===== src/rtl/ps2_host_tx.sv =====
// Host-to-device PS/2 transmitter: inhibits the bus, issues a start bit, shifts out data/parity/stop on device clocks and checks the ack.
// Optional ps2c glitch filter enabled by defining PS2_TX_FILTER_EN.
module ps2_host_tx #(
  parameter int INHIBIT_CYCLES = 5000,
  parameter int TIMEOUT_CYCLES = 1_000_000,
  parameter int FILTER_LEN     = 8
) (
  input  logic       clk,
  input  logic       rst_n,
  input  logic [7:0] tx_data_i,
  input  logic       tx_valid_i,
  output logic       tx_ready_o,
  output logic       busy_o,
  output logic       done_o,
  output logic       err_o,
  input  logic       ps2c_i,
  input  logic       ps2d_i,
  output logic       ps2c_oe_o,
  output logic       ps2d_oe_o
);

  localparam int CNT_MAX = (INHIBIT_CYCLES > TIMEOUT_CYCLES) ? INHIBIT_CYCLES : TIMEOUT_CYCLES;
  localparam int CW      = $clog2(CNT_MAX + 1);
  localparam logic [CW-1:0] INH_LAST = CW'(INHIBIT_CYCLES - 1);
  localparam logic [CW-1:0] TO_LAST  = CW'(TIMEOUT_CYCLES - 1);

  typedef enum logic [2:0] {IDLE, INHIBIT, START, SEND, WAIT_IDLE} state_t;

  state_t        state;
  logic [8:0]    shift;
  logic [CW-1:0] cnt;
  logic [3:0]    bitcnt;
  logic          c_oe, d_oe, done, err;
  logic          c_meta, c_sync, d_meta, d_sync;
  logic          c_line, c_prev;
  logic          fall;

  // Idle bus is high, so synchronisers reset to 1 to avoid a spurious fall after reset.
  always_ff @(posedge clk or negedge rst_n) begin
    if (!rst_n) begin
      c_meta <= 1'b1;
      c_sync <= 1'b1;
      d_meta <= 1'b1;
      d_sync <= 1'b1;
    end else begin
      c_meta <= ps2c_i;
      c_sync <= c_meta;
      d_meta <= ps2d_i;
      d_sync <= d_meta;
    end
  end

`ifdef PS2_TX_FILTER_EN
  localparam int FW = $clog2(FILTER_LEN + 1);
  logic [FW-1:0] filt_cnt;
  logic          c_filt;

  always_ff @(posedge clk or negedge rst_n) begin
    if (!rst_n) begin
      c_filt   <= 1'b1;
      filt_cnt <= '0;
    end else if (c_sync == c_filt) begin
      filt_cnt <= '0;
    end else if (filt_cnt == FW'(FILTER_LEN - 1)) begin
      c_filt   <= c_sync;
      filt_cnt <= '0;
    end else begin
      filt_cnt <= filt_cnt + 1'b1;
    end
  end

  assign c_line = c_filt;
`else
  assign c_line = c_sync;
`endif

  always_ff @(posedge clk or negedge rst_n) begin
    if (!rst_n) c_prev <= 1'b1;
    else        c_prev <= c_line;
  end

  assign fall = c_prev & ~c_line;

  always_ff @(posedge clk or negedge rst_n) begin
    if (!rst_n) begin
      state  <= IDLE;
      shift  <= '0;
      cnt    <= '0;
      bitcnt <= '0;
      c_oe   <= 1'b0;
      d_oe   <= 1'b0;
      done   <= 1'b0;
      err    <= 1'b0;
    end else begin
      done <= 1'b0;
      err  <= 1'b0;
      case (state)
        IDLE: begin
          if (tx_valid_i && tx_ready_o) begin
            shift <= {~^tx_data_i, tx_data_i};
            cnt   <= '0;
            c_oe  <= 1'b1;
            d_oe  <= 1'b0;
            state <= INHIBIT;
          end
        end
        INHIBIT: begin
          if (cnt == INH_LAST) begin
            d_oe  <= 1'b1;
            state <= START;
          end else begin
            cnt <= cnt + 1'b1;
          end
        end
        START: begin
          c_oe   <= 1'b0;
          cnt    <= '0;
          bitcnt <= '0;
          state  <= SEND;
        end
        SEND: begin
          // Expiry takes priority over a coincident device clock edge.
          if (cnt == TO_LAST) begin
            c_oe  <= 1'b0;
            d_oe  <= 1'b0;
            err   <= 1'b1;
            state <= IDLE;
          end else begin
            cnt <= cnt + 1'b1;
            if (fall) begin
              bitcnt <= bitcnt + 1'b1;
              if (bitcnt < 4'd9) begin
                d_oe  <= ~shift[0];
                shift <= {1'b0, shift[8:1]};
              end else if (bitcnt == 4'd9) begin
                d_oe <= 1'b0;
              end else if (!d_sync) begin
                state <= WAIT_IDLE;
              end else begin
                err   <= 1'b1;
                state <= IDLE;
              end
            end
          end
        end
        WAIT_IDLE: begin
          if (cnt == TO_LAST) begin
            c_oe  <= 1'b0;
            d_oe  <= 1'b0;
            err   <= 1'b1;
            state <= IDLE;
          end else begin
            cnt <= cnt + 1'b1;
            if (c_line && d_sync) begin
              done  <= 1'b1;
              state <= IDLE;
            end
          end
        end
        default: state <= IDLE;
      endcase
    end
  end

  // Ready is held off during the done/err pulse so it rises the following cycle.
  assign tx_ready_o = (state == IDLE) && !done && !err;
  assign busy_o     = (state != IDLE);
  assign done_o     = done;
  assign err_o      = err;
  assign ps2c_oe_o  = c_oe;
  assign ps2d_oe_o  = d_oe;

endmodule


===== config.mk =====
export PLATFORM = sky130hd
export DESIGN_NAME = ps2_host_tx
export DESIGN_NICKNAME = d
export VERILOG_FILES = /design/src/rtl/ps2_host_tx.sv
export SDC_FILE = /design/constraint.sdc
export NUM_CORES = 1
export LEC_CHECK = 0
export ABC_AREA = 1
export CAP_MARGIN = 20
export CORE_MARGIN = 2
export CORE_UTILIZATION = 53
export CTS_CLUSTER_DIAMETER = 200
export DETAILED_ROUTE_END_ITERATION = 10
export PLACE_DENSITY = 0.83
export SYNTH_ARGS = -nofsm -noshare
export SYNTH_HDL_FRONTEND = slang
export SYNTH_SLANG_ARGS = --single-unit

===== constraint.sdc =====
create_clock -name clk -period 1.7 [get_ports clk]
set_input_delay 0.255 -clock clk [delete_from_list [all_inputs] [get_ports clk]]
set_output_delay 0.255 -clock clk [all_outputs]
set_load 0.01 [all_outputs]

==> results.cfg <==
[run_status]
status = finished with violations
violations = hold timing

[timing]
rsz0062_at_grt = true
final_hold_viol_count = 1
fin_worst_skew_ns = 0.0145
fin_crit_ns = 1.69
timing.hold.ws_ns = -0.00234
min_period_over_period_pct = 99.4
fmax_mhz = 592
max-slew-margin-rel_pct = 64.0
setup_violations = 0
drv_slew = 0
tightest_slew_ns = 0.540

[logic_synthesis]
synthCells = 372
ys_seq_elements = 45
synth_top_area_share_pct = 36.1
async_flop_share_pct = 100
synth.area.top_cells = dfrtp_1 36%, nand2_1 12%, nand3_1 7.9%
synth_edf_count = 0
syn_area_per_cell_um2 = 7.45
synth_cell_types = 29
synth_nets = 389
synth_area_um2 = 2770
yosysWarnings = 0
seq_area_frac_synth_pct = 40.9
synthFlopType = dfrtp_1
synth_largest_area_cell = dfrtp_1

[route]
antenna_left = 0
wl_per_cell_um = 14.8
vias = 2739
drt-pass1-iter-count = 5
drt-initial-drc-count = 355
wl_um = 7360
viasPerCell = 5.52
drc_errors = 0

[place]
portBuffers = 18
dpl_cell_area_um2 = 3160
dp_hpwl_um = 4730
gp_congestion = 0.990
post-place-cells = 474

[grt]
gr-usage-all-layers_pct = 23.0
grt_max_degree = 46
grt_pass1_vias = 2304
grt_pass1_wl_um = 10800
antenna_found_initial = 0
grt.overflow.total = 0

[finish]
final_area_um2 = 3540
num-nets-final = 442
diodes = 0
synthToLayoutAreaGrowth_pct = 27.6
fin_util_pct = 69.7
drive_gt1_share_pct = 25.8
layoutNonFillerInstCount = 496

[floorplan]
die_y_um = 76.3
die_x_um = 76.3
core_area_um2 = 5070
initial_core_util_pct = 54.6
die_area_um2 = 5820
rows = 26
ioPinCount = 19

[setup_path]
start_kind = flip-flop
cp_top_family = simple AND/OR/NAND/NOR gates
critPathBufInv = 3
path_common_cell = buf_6
r2r_start = state[2]
path_cells = buf_6, nor2_4, nand2_2, buf_6, inv_4, a21oi_2, nor3_4, nand2_4, o21ai_2
critPathKind = reg2reg
cp_data_arrival_time_ns = 1.93
critPathCaptureType = flip-flop
path_max_fanout = 8
cp-startpoint = state[2]
required_ns = 1.93
slowest_delay_ns = 0.42
critPathSlowestCell = dfrtp_1

[job]
drv_cap = 0

[cts]
ctsHoldBuffers = 0
clock_sinks = 45
path_clk_slew_ns = 0.10
cts_buffer_depth = 2
clk_latency_ns = 0.32
cts_tree = yes
cts_root_buf = clkbuf_8
numCtsBuffers = 5
htree_num_levels = 2

[min_path]
hp-class = in2async

[pwr]
irDropWorstVdd_v = 0.000755
leakage_nw = 1.64
power.density_nw_per_um2 = 1330
-- synthesized netlist by cell type, types with 2 or more instances --
cell,number
buf_2,4
inv_2,2
nand4_1,3
mux2i_1,8
buf_6,3
dfrtp_1,40
o21bai_1,2
o21ai_1,17
nor2_2,3
nand3_1,44
ha_1,4
nand2_1,89
a21oi_1,5
xnor2_1,7
nor3_1,6
xor2_1,13
dfstp_2,5
inv_1,40
nor2_4,2
nor2_1,47
o21ai_0,20
-- power by group --
part / leakage (nW) / switching [mW] / total (mW) / internal, mW
registers: 0.581 / 0.168 / 1.46 / 1.30
clock network: 0.0447 / 0.419 / 0.716 / 0.297
logic: 1.01 / 1.49 / 2.54 / 1.04
total: 1.64 / 2.08 / 4.72 / 2.64
-- final timing paths --
path / endpoint / slack, ns / cells after the start
worst max-delay path: shift[7] / 0.009 / 9
worst min-delay path: ps2c_oe_o / -0.002 / 2
worst max register to register: shift[7] / 0.009 / 9
worst min register to register: d_sync / 0.36 / 0
max in group asynchronous: cnt[6] / 1.29 / 2
min in group clk: d_meta / 0.35 / 1
-- metrics by stage --
step	worst slack, ns	TNS, ns	power [mW]	hold WS, ns
after detailed placement	-0.0576	-0.221	3.37	0.348
after global placement	0.0185	0	3.32	0.345
after global routing	-0.105	-0.918	5.02	0.0598
after CTS	-0.0173	-0.0486	4.10	0.0321
after floorplan	0.0556	0	2.76	-0.0406
final	0.00940	0	4.72	-0.00234
-- metal layers --
metal  vias up  global-route usage (%)  part of all wire, %
met4         0                    8.18                  3.6
met3        34                    3.32                  7.1
li1       1301                       -                    -
met5         -                       0                    0
met2       157                    35.3                   47
met1      1247                    33.3                   43
-- state kept, by name, summed over array words and instances (netlist names) --
signal / cells
c_line: 1
err_o: 1
c_meta: 1
state: 3
bitcnt: 4
ps2d_oe_o: 1
cnt: 20
c_prev: 1
d_meta: 1
done_o: 1
shift: 9
d_sync: 1
ps2c_oe_o: 1
-- cells in the final DEF (no fill, tap or decap), types with 2 or more instances in the layout --
cell type and count:
o21ai_1 12, nand2_4 2, dfstp_2 5, nor3_1 3, dfrtp_2 4, o21ai_0 18
nor3_2 3, ha_1 3, inv_1 34, nand4_1 3, nor2_2 12, inv_2 6
o21bai_1 2, mux2i_1 8, xor2_1 13, nand2_1 82, clkbuf_8 5, a21oi_2 4
nor2_4 3, clkdlybuf4s50_1 15, buf_6 5, nand2_2 9, dfrtp_1 36, o21ai_2 7
xnor2_1 7, buf_12 2, buf_4 27, nor2_1 37, nand3_2 4, nand3_1 40
inv_6 2
-- cell families after synthesis --
logic type	synth area share, %
adder cells (fa/ha/maj)	1.81
AND/OR/NAND/NOR	31.8
multiplexers	2.89
XOR/XNOR	6.32
flip-flops	40.9
AO/OA/AOI/OAI	8.36
buffers and inverters	7.90
-- what timing repair did --
action,4_1_cts,5_1_grt
setup endpoints to repair,11,38
pin swaps,0,12
buffers inserted,1,11
resized for setup,9,56
cloned,0,2
-- cell type report --
type	instances	area [um^2]
flip-flops and latches	45	1140
well taps	70	87.6
clock buffers	5	68.8
fillers	380	1540
multi-input cells	279	1580
inverters	42	165
repair buffers	52	468
clock inverters	3	25.0
Power figures use the tool's default switching activity.
